--- src/rtl/mssd_frame_scheduler.sv ---
// Round-robin scheduler that shares one MSSD serial line between four requesters,
// serializing a latched frame (start, id, count, data) followed by a forced idle gap.
module mssd_frame_scheduler #(
   parameter int IDLE_GAP = 2
) (
   input  logic        clk,
   input  logic        rst,
   input  logic [3:0]  req,
   input  logic [15:0] len,
   input  logic [63:0] data,
   output logic        serOut,
   output logic        busy,
   output logic [3:0]  grant,
   output logic [3:0]  done
);

   localparam int GW = (IDLE_GAP > 1) ? $clog2(IDLE_GAP) : 1;

   typedef enum logic [2:0] {IDLE, START, ID, CNT, DATA, GAP} state_t;

   state_t          state, stateNext;
   logic [3:0]      cnt, cntNext;
   logic [GW-1:0]   gapCnt, gapCntNext;
   logic [1:0]      idReg, idNext;
   logic [3:0]      lenReg, lenNext;
   logic [15:0]     dataReg, dataNext;
   logic [1:0]      rrPtr, rrNext;
   logic            serNext, busyNext;
   logic [3:0]      grantNext, doneNext;
   logic            found, launch;
   logic [1:0]      winner;

   // Round-robin search starting at rrPtr; rrPtr always names the port after the last winner.
   always_comb begin
      found  = 1'b0;
      winner = rrPtr;
      for (int k = 0; k < 4; k++) begin
         if (!found && req[rrPtr + 2'(k)]) begin
            found  = 1'b1;
            winner = rrPtr + 2'(k);
         end
      end
   end

   always_comb begin
      stateNext  = state;
      cntNext    = cnt;
      gapCntNext = gapCnt;
      idNext     = idReg;
      lenNext    = lenReg;
      dataNext   = dataReg;
      rrNext     = rrPtr;
      serNext    = serOut;
      busyNext   = busy;
      grantNext  = grant;
      doneNext   = 4'b0000;
      launch     = 1'b0;
      // cnt holds the index of the bit currently on the line in ID/CNT/DATA.
      case (state)
         IDLE: begin
            serNext   = 1'b1;
            busyNext  = 1'b0;
            grantNext = 4'b0000;
            launch    = found;
         end
         START: begin
            stateNext = ID;
            serNext   = idReg[1];
            cntNext   = 4'd1;
         end
         ID: begin
            if (cnt == 4'd1) begin
               serNext = idReg[0];
               cntNext = 4'd0;
            end else begin
               stateNext = CNT;
               serNext   = lenReg[3];
               cntNext   = 4'd3;
            end
         end
         CNT: begin
            if (cnt != 4'd0) begin
               serNext = lenReg[cnt - 4'd1];
               cntNext = cnt - 4'd1;
            end else begin
               stateNext = DATA;
               serNext   = dataReg[0];
               cntNext   = 4'd0;
            end
         end
         DATA: begin
            if (cnt != lenReg) begin
               serNext = dataReg[cnt + 4'd1];
               cntNext = cnt + 4'd1;
            end else begin
               stateNext  = GAP;
               serNext    = 1'b1;
               grantNext  = 4'b0000;
               doneNext   = 4'b0001 << idReg;
               gapCntNext = GW'(IDLE_GAP - 1);
            end
         end
         GAP: begin
            serNext = 1'b1;
            if (gapCnt != '0) begin
               gapCntNext = gapCnt - 1'b1;
            end else begin
               // Last gap cycle: a pending request starts the next frame without an extra idle cycle.
               stateNext = IDLE;
               busyNext  = 1'b0;
               launch    = found;
            end
         end
         default: begin
            stateNext = IDLE;
            serNext   = 1'b1;
            busyNext  = 1'b0;
            grantNext = 4'b0000;
         end
      endcase
      if (launch) begin
         stateNext = START;
         serNext   = 1'b0;
         busyNext  = 1'b1;
         grantNext = 4'b0001 << winner;
         idNext    = winner;
         lenNext   = len[{winner, 2'b00} +: 4];
         dataNext  = data[{winner, 4'b0000} +: 16];
         rrNext    = winner + 2'd1;
      end
   end

   always_ff @(posedge clk or posedge rst) begin
      if (rst) begin
         state   <= IDLE;
         cnt     <= 4'd0;
         gapCnt  <= '0;
         idReg   <= 2'd0;
         lenReg  <= 4'd0;
         dataReg <= 16'd0;
         rrPtr   <= 2'd0;
         serOut  <= 1'b1;
         busy    <= 1'b0;
         grant   <= 4'b0000;
         done    <= 4'b0000;
      end else begin
         state   <= stateNext;
         cnt     <= cntNext;
         gapCnt  <= gapCntNext;
         idReg   <= idNext;
         lenReg  <= lenNext;
         dataReg <= dataNext;
         rrPtr   <= rrNext;
         serOut  <= serNext;
         busy    <= busyNext;
         grant   <= grantNext;
         done    <= doneNext;
      end
   end

endmodule

--- config.mk ---
export PLATFORM = sky130hd
export DESIGN_NAME = mssd_frame_scheduler
export DESIGN_NICKNAME = d
export VERILOG_FILES = /design/src/rtl/mssd_frame_scheduler.sv
export SDC_FILE = /design/constraint.sdc
export NUM_CORES = 1
export LEC_CHECK = 0
export ABC_AREA = 1
export CORE_MARGIN = 2
export CORE_UTILIZATION = 45
export CTS_CLUSTER_DIAMETER = 200
export DETAILED_ROUTE_END_ITERATION = 10
export GPL_TIMING_DRIVEN = 0
export MAX_ROUTING_LAYER = met4
export PLACE_DENSITY = 0.82
export SETUP_SLACK_MARGIN = 0.3
export SYNTH_ARGS = -nofsm -noshare
export SYNTH_HDL_FRONTEND = slang
export SYNTH_SLANG_ARGS = --single-unit
--- constraint.sdc ---
create_clock -name clk -period 4.4 [get_ports clk]
set_input_delay 0.88 -clock clk [delete_from_list [all_inputs] [get_ports clk]]
set_output_delay 0.88 -clock clk [all_outputs]
set_load 0.02 [all_outputs]
Word-level counts from Yosys, hierarchy flattened
Cells that the tools add are included.

word-level totals
  register bits = 42
  input port bits = 86

cells by class
  eq/ne operators = 16
  magnitude comparators = 6
  add/sub/neg operators = 7
  reduce and logical (&&, ||, !) cells = 17
  muxes and demuxes = 47
  shifts and indexed selects = 4

operators by type and width
  kind                                                 count
  variable part select 64 x 7 -> 16 bit                1
  two-way mux 4 bit                                    6
  two-way mux 1 bit                                    19
  case mux 3 bit (6 select lines)                      1
  case mux 4 bit (4 select lines)                      1
  variable part select 16 x 5 -> 4 bit                 1
  two-way mux 3 bit                                    5
  < comparator 2 x 3 -> 1 bit, second input constant   4
  inequality test 3 bit, second input constant         4
  binary-select mux 1 bit (select 2 bit)               5
  two-way mux 2 bit                                    4
  case mux 4 bit (2 select lines)                      1
  AND reduction 2 bit                                  4
  nonzero test 4 bit                                   2
  OR reduction 4 bit                                   2
  << shifter 1 x 2 -> 4 bit, first input constant      2
  equality test 3 x 2 -> 1 bit, second input constant  2
  equality test 3 bit, second input constant           2
  inequality test 2 bit, second input constant         3
  case mux 1 bit (2 select lines)                      3
  < comparator 4 x 5 -> 1 bit, second input constant   1
  AND reduction 5 bit                                  1
  adder 2 x 1 -> 2 bit, second input constant          2
  adder 2 bit, second input constant                   2
  other kinds (14)                                     19

Logic depth before layout (Yosys ltp)
Gate-level depths: netlist of run 1.

  depth after elaboration = 16
  mapped depth = 18
  depth with buffers taken out = 16

Worst setup path before layout of run 1
No wires, ideal clock.

  kind = input to register
  start point = in req[1]
  end point = reg rrPtr[1]
  stages = 14
  path slack = 2.050 ns
  arrival = 2.223 ns
  data required time = 4.273 ns
  cell sequence = inv_1 -> nand2_1 -> nand3_1 -> nand2_1 -> nor2_8 -> nand3_4 -> nand2_1 -> nand2_1 -> nand2_1 -> nand2_1 -> buf_4 -> ha_1 -> nand2_1 -> o21ai_0

between the ends
  elaborated cells on any way between the ends = 24
  those cells by class = add/sub (1); mux (17); reduce/logical (6)

RTL lines
  what                                     line  text
  start: declaration                       8     input logic [3:0] req,
  binary-select mux 1 bit (select 2 bit)   38    if (!found && req[rrPtr + 2'(k)]) begin
  two-way mux 1 bit (not written as such)  38
  two-way mux 1 bit                        38
  logical NOT 1 bit                        38
  logical AND 1 bit                        38
  two-way mux 1 bit                        38
  logical NOT 1 bit                        38
  logical AND 1 bit                        38
  two-way mux 1 bit                        38
  logical NOT 1 bit                        38
  logical AND 1 bit                        38
  two-way mux 2 bit (*)                    38
  via winner[1]                            31    logic [1:0] winner;
  adder 2 x 1 -> 2 bit (*)                 129   rrNext = winner + 2'd1;
  end signal: assignment                   153   rrPtr <= rrNext;
  end: declaration                         27    logic [1:0] rrPtr, rrNext;

Mark *: on every way through the listed nets, which the timed path passes. The rest lies on a longest branch. The select of a mux whose other input is x is not followed.
A chain may end at the register's enable or synchronous reset.

Final worst setup path of run 1
Same ends and word-level chain as after synthesis.

==> results of run 1 <==
[logic make-up (layout without fill, tap and decap cells)]
logic type / Yosys count / in the layout / share of synthesized area, %
buf+inv: 57 / 160 / 8.16
compound gates: 43 / 43 / 7.56
simple gates: 381 / 381 / 47.9
xor+xnor: 8 / 8 / 2.09
fa+ha+maj: 8 / 8 / 2.98
flops: 42 / 42 / 31.3
[worst max-delay path, cell delays in order]
cell                              delay, ps
sky130_fd_sc_hd__clkdlybuf4s50_1        450
sky130_fd_sc_hd__inv_1                   90
sky130_fd_sc_hd__nand2_1                 70
sky130_fd_sc_hd__nand3_1                 90
sky130_fd_sc_hd__nand2_1                130
sky130_fd_sc_hd__nor2_8                 180
sky130_fd_sc_hd__nand4_4                160
sky130_fd_sc_hd__nand2_4                150
sky130_fd_sc_hd__buf_4                  200
sky130_fd_sc_hd__inv_2                   60
sky130_fd_sc_hd__ha_1                   280
sky130_fd_sc_hd__nand2_1                 60
sky130_fd_sc_hd__o21ai_0                 70
[cell type report]
cell class	count	share of cell area, %
inverters	29	2.41
repair buffers	95	21.1
clock inverters	2	0.222
well taps	99	2.74
flip-flops and latches	42	23.3
clock buffers	6	1.61
plain buffers	28	3.66
multi-input cells	440	45.0
[cell usage after synthesis (all sizes together)]
library cell  instances  area, µm²
ha                    8        100
o21ai                27        146
xor2                  6       52.6
a32o                  1       10.0
buf                  24        150
clkbuf                4       15.0
nor3                  6       30.0
nand3b                3       22.5
dfstp                 1       26.3
o22ai                 3       18.8
o21bai                1       7.51
or2                   1       6.26
nand4                 2       27.5
nor2                 20       91.3
nand3                63        328
xnor2                 2       17.5
o211ai                2       15.0
dfrtp                41       1030
a21oi                 6       30.0
o221ai                3       26.3
inv                  29        109
nand2               286       1100
[state kept, by name, summed over array words and instances, names as in the netlist, 2 cells and up]
register,cells
cnt,4
rrPtr,2
lenReg,4
idReg,2
grant,4
state,3
dataReg,16
done,4
[power by group through the flow]
stage / clock (mW) / combinational [mW] / sequential, mW
after floorplan: 0 / 2.15 / 0.667
after global placement: 0 / 2.75 / 0.674
after detailed placement: 0 / 2.81 / 0.679
after CTS: 0.244 / 2.82 / 0.674
after global routing: 0.262 / 3.23 / 0.696
final: 0.238 / 2.83 / 0.677
[worst paths after layout]
| check | to | slack (ps) |
|---|---|---|
| worst max register to register | state[2] | 2000 |
| max in group asynchronous | grant[0] | 2810 |
| worst min register to register | dataReg[7] | 480 |
| worst max-delay path | rrPtr[1] | 1690 |
| worst min-delay path | dataReg[7] | 480 |
| min in group asynchronous | cnt[0] | 1070 |
[per-stage QoR]
stage	instance area, µm²	std cells	setup slack (ps)
floorplan	3360	539	2050
global placement	4430	733	1420
detailed placement	4430	733	1380
CTS	4520	741	1690
global route	4520	741	1490
finish	4520	741	1690
[routing by layer]
metal	share of wire [%]	up-vias	global-route usage [%]
met5	0	-	-
met4	1.8	0	6.54
met3	4.4	15	3.17
met2	48	108	36.6
met1	45	1680	28.6
li1	-	1912	-
==> impl.org, run 1 <==
** Timing
- Across the routed clock network, the largest skew measured is 8.83 ps.
- RSZ-0062 raised after global routing :: false
- Setup violations remaining at the end of the flow were counted as 0.
- Adding up every negative setup slack in the final design gives 0 ps.
- The number of max-slew violations in the final report was 0.
- At the pin with the least slew margin, the transition time is 832 ps.
- On the final layout, the worst hold slack is 482 ps.
- Time the worst path needs with I/O delays and setup :: 2710 ps
- Worst slew margin relative to its limit :: 44.4%
- The worst path uses 61.6% of the clock period.
- Achievable clock frequency :: 0.369 GHz
- Final-report hold violation count :: 0

** Power
- The analysis attributes to net switching a power of 2.06 mW.
- Fraction of power consumed by the clock network :: 6.4%
- Leakage :: 2.38 nW
- The worst-case IR drop observed on VDD is 0.000452 V.
- The share of total power dissipated in sequential elements is 18.1%.
- Internal power comes to 1.68 mW.
- The share of total power dissipated in combinational logic is 75.6%.
- For this design the ratio of total power to cell area is 829 mW/mm².
- Overall power consumption :: 3.74 mW
- Net switching is 55.0% of the power.

** Clock tree
- Gates resized during post-CTS repair numbered 0.
- Postcts setup bufs :: 0
- Buffers inserted to repair hold after CTS numbered 0.
- TritonCTS built the clock tree.
- CTS sink cnt :: 42
- Cell at the root of the clock tree :: sky130_fd_sc_hd__clkbuf_8
- After clock tree synthesis, the clock-pin slew on the worst setup and hold paths is 80 ps.
- In this run the deepest clock path goes through 2 buffers.
- CTS built an H-tree with a depth of 2.
- The later pin in the worst-skew pair is clocked with a latency of 300 ps.
- Inserted Clock Buffers :: 5

** Die
- Once the floorplan was initialized, standard cells occupied 46.3% of the core.
- I/O pins :: 96
- Die W :: 90.4 µm
- The die covers 0.00817 mm².
- The floorplan step set the die height to 90.4 µm.
- In this run the core area contains 31 standard-cell rows.
- In this run the standard cell core region covers 0.00725 mm².

** Place
- Once detailed placement completed, the half-perimeter wirelength came to 7.17 mm.
- Number of buffers added on ports :: 95
- GP Congestion :: 0.889

** Min path
- Hold Crit Depth :: 2
- Worst min-delay path startpoint :: dataReg[7]
- Path type of the worst min-delay path :: flip-flop to flip-flop

** Setup path
- Arr. time, crit path :: 2890 ps
- CP Launch Type :: input pin
- STA classifies the critical path endpoint as a flip-flop.
- Critical path launch point :: req[1]
- Category of the most critical setup path :: input pin to flip-flop
- In this run the worst path has a maximum fanout of 11.
- In this run the critical register-to-register path is launched from cnt[0].
- Worst R2R Path Depth :: 10
- CP Data Required Time :: 4580 ps

** GRT
- Global routing consumed, over all layers together, 22.2% of the routing resources.
- Maximum number of pins on one net before global-route repair :: 43
- Leftover overflow at the end of global routing :: 0
- First-pass GRT wire length :: 14.8 mm
- Number of antenna violations at the first check in global routing :: 0
- The number of global-route vias before repair came to 3399.

** Finish
- Register cell area after layout :: 0.00105 mm²
- Post-synthesis to final-layout area growth :: 34.5%
- Leaving out fill and tap cells, the most frequent cells in the layout are sky130_fd_sc_hd__nand2_1, sky130_fd_sc_hd__clkdlybuf4s50_1, sky130_fd_sc_hd__nand3_1, sky130_fd_sc_hd__dfrtp_1, sky130_fd_sc_hd__inv_1.
- The net count of the finished layout is 735.
- Most common library cell in the layout ignoring fill and taps :: sky130_fd_sc_hd__nand2_1
- For this run, the share of the core covered by cells in the final layout is 62.3%.
- The filler cells instantiated in the layout total 674.
- N_diodes :: 0
- In the final layout, the multi-input gates occupy 0.00203 mm².
- The post-route netlist has 7.17% of its cells at a drive strength greater than 1.

** Run status
- The run finished with clean final reports.

** Routing
- In the routed layout, each cell is associated on average with a via count of 5.01.
- Initial drt markers :: 222
- Detailed-routing iteration count for the pre-antenna-repair pass :: 5
- The routed layout has 3715 vias.
- Drt drc :: 0
- Antenna Nets Post-Route :: 0
- Average wire per cell in the routed design :: 12.0 µm
- WL final :: 8.89 mm

** Logic synthesis
- The synthesized netlist occupies a cell area of 0.00336 mm².
- Synthesized net count :: 633
- Number of cells produced by synthesis :: 539
- In this run, synthesis produced a sequential element count of 42.
- Synth Warn # :: 0
- In this run, distinct cell masters in the synthesized netlist total 33.
- Sequential share of the synthesized area :: 31.3%
- The average instance in the mapped netlist occupies 6.23 µm².

** Flow run
- Maximum Capacitance Violations :: 0
No activity file was read; power rests on OpenSTA's default activity.
==> run 2: changes to the inputs <==
==> constraint.sdc (replaced) <==
create_clock -name clk -period 2.8 [get_ports clk]
set_input_delay 0.56 -clock clk [delete_from_list [all_inputs] [get_ports clk]]
set_output_delay 0.56 -clock clk [all_outputs]
set_load 0.02 [all_outputs]
==> impl.org, run 2 (synthesized netlist as in run 1, its figures left out) <==
** Die
- I/O pins :: 96
- From left edge to right edge, the die measures 90.4 µm.
- The floorplan step defined a core boundary enclosing 0.00725 mm².
- The die is 90.4 µm tall.
- Initial core utilization :: 46.3%
- Die Footprint :: 0.00817 mm²
- Standard-cell rows :: 31

** Timing
- The number of max-slew violations in the final report is 0.
- Final-report hold violation count :: 0
- Dividing the final minimum period by the clock period gives 84.7%.
- For the finished layout, the period the worst path requires is 2370 ps.
- Across the routed clock network, the largest skew measured is 7.98 ps.
- Achievable clock frequency :: 0.422 GHz
- Setup violations remaining at the end of the flow were counted as 0.
- For the pin with the worst max-slew slack, the measured transition is 832 ps.
- Worst slew margin relative to its limit :: 44.4%
- Worst path setup slack after routing :: 429 ps
- Across all hold checks on the routed design, the worst slack comes to 484 ps.
- Setup repair after global routing could not meet its margin everywhere.
- Summed over all failing endpoints, the final setup total negative slack is 0 ps.

** Finish
- Number of flip-flops in the largest register :: 16
- Register with the most flip-flops :: dataReg
- Registers take 0.00105 mm².
- Filler cells :: 674
- The library cell used most frequently in the layout, excluding fill and tap cells, is sky130_fd_sc_hd__nand2_1.
- The repair_antennas step left the layout with diodes totalling 0.
- The multi-input combinational cells in the finished layout cover a total of 0.00203 mm².
- Total Nets Final :: 736
- Fraction of final layout cells with drive strength greater than 1 :: 7.47%
- Final design utilization :: 62.4%
- In the layout the commonest cells are sky130_fd_sc_hd__nand2_1, sky130_fd_sc_hd__clkdlybuf4s50_1, sky130_fd_sc_hd__nand3_1, sky130_fd_sc_hd__dfrtp_1, sky130_fd_sc_hd__inv_1.
- The area growth from synthesis to layout is 34.7%.

** Routing
- The count of nets left with antenna violations once routing finished came out at 0.
- Average wire per cell in the routed design :: 12.0 µm
- Initial drt markers :: 198
- The first TritonRoute pass finished after 4 iterations.
- Average vias per placed instance :: 4.95
- WL final :: 8.89 mm
- Detailed-route via count :: 3672
- Drt drc :: 0

** Power
- VDD sags by at most 0.000710 V.
- In this run the static leakage power is 2.38 nW.
- Power spread over the standard cell area amounts to 1300 mW/mm².

** Clock tree
- Clock H-tree levels :: 2
- Clock transition at the registers of the reported paths :: 80 ps
- Clock Path Buffers :: 2
- Cell at the root of the clock tree :: sky130_fd_sc_hd__clkbuf_8
- Clock latency on the worst-skew pair :: 300 ps
- CTS sink cnt :: 42
- Inserted Clock Buffers :: 5
- TritonCTS built the clock tree.

** Run status
- The flow ran to the end, and the final reports show no timing, DRC or antenna violations.

** GRT
- The initial antenna violation count came to 0.
- In the global route stage, overall resource usage came out at 22.2%.
- Maximum number of pins on one net before global-route repair :: 43
- The first global-routing pass estimated 14.8 mm of wire.
- The number of global-route vias before repair came to 3399.
- The total overflow left after global routing is 0.

** Setup path
- In this run the worst path has a maximum fanout of 11.
- STA classifies the critical path endpoint as a flip-flop.
- For the worst setup path, the data required time is 2980 ps.
- The startpoint identified for the worst register-to-register timing path is rrPtr[1].
- STA puts the critical path data arrival time at 2550 ps.
- Category of the most critical setup path :: input pin to flip-flop
- Critical path launch point :: req[1]
- CP Launch Type :: input pin

** Min path
- In this run the worst hold path is classified as flip-flop to flip-flop.
- Worst min-delay path startpoint :: dataReg[7]

** Flow run
- Across the run, the number of max-cap violations was 0.

** Place
- Number of buffers added on ports :: 95
- Routability-driven placement finished with a final weighted congestion of 0.889.
- Timing analysis after detailed placement gives a worst setup slack of 103 ps.
- Detailed placement ended at an HPWL of 7.17 mm.
## run 2: repair_timing
action	4_1_cts	5_1_grt
setup buffers	0	1
resized for setup	0	2
hold buffers	0	0
setup endpoints to repair	0	2
## run 2: path summary, 6_finish.rpt
check,slack (ps),to,depth (start not counted)
setup / recovery,430,rrPtr[1],15
hold / removal,480,dataReg[7],2
setup reg to reg,540,rrPtr[1],15
hold reg to reg,480,dataReg[7],2
max in group asynchronous,1530,done[1],2
min in group asynchronous,750,cnt[0],2
## run 2: stage by stage
step	power [mW]	std cells	area, µm²
after global routing	6.58	742	4530
after floorplan	4.43	539	3360
final	5.88	742	4530
after detailed placement	5.48	733	4430
after global placement	5.38	733	4430
after CTS	5.88	741	4520
## run 2: layout make-up
class	instances	area share [%]
Multi-Input combinational cell	440	44.9
Sequential cell	42	23.3
Timing Repair Buffer	96	21.2
Buffer	28	3.68
Tap cell	99	2.74
Inverter	29	2.41
Clock buffer	6	1.60
Clock inverter	2	0.221
## run 2: power by group
group / switching (mW) / total [mW] / internal (mW)
Sequential: 0.188 / 1.06 / 0.876
Clock: 0.202 / 0.375 / 0.173
Combinational: 2.84 / 4.44 / 1.60
## run 2: critical path: stages
cell,delay (ps)
sky130_fd_sc_hd__clkdlybuf4s50_1,450
sky130_fd_sc_hd__inv_1,90
sky130_fd_sc_hd__nand2_1,70
sky130_fd_sc_hd__nand3_1,90
sky130_fd_sc_hd__nand2_1,130
sky130_fd_sc_hd__nor2_8,180
sky130_fd_sc_hd__nand3_4,100
sky130_fd_sc_hd__nand2_1,100
sky130_fd_sc_hd__nand2_1,50
sky130_fd_sc_hd__nand2_1,60
sky130_fd_sc_hd__nand2_1,70
sky130_fd_sc_hd__buf_4,190
sky130_fd_sc_hd__ha_1,270
sky130_fd_sc_hd__nand2_1,60
sky130_fd_sc_hd__o21ai_0,70
## run 2: routing by layer
layer / global-route usage (%) / share of wire (%) / vias up
li1: - / - / 1911
met2: 36.6 / 49 / 94
met4: 6.54 / 1.4 / 0
met5: - / 0 / -
met3: 3.17 / 4.4 / 13
met1: 28.6 / 46 / 1654
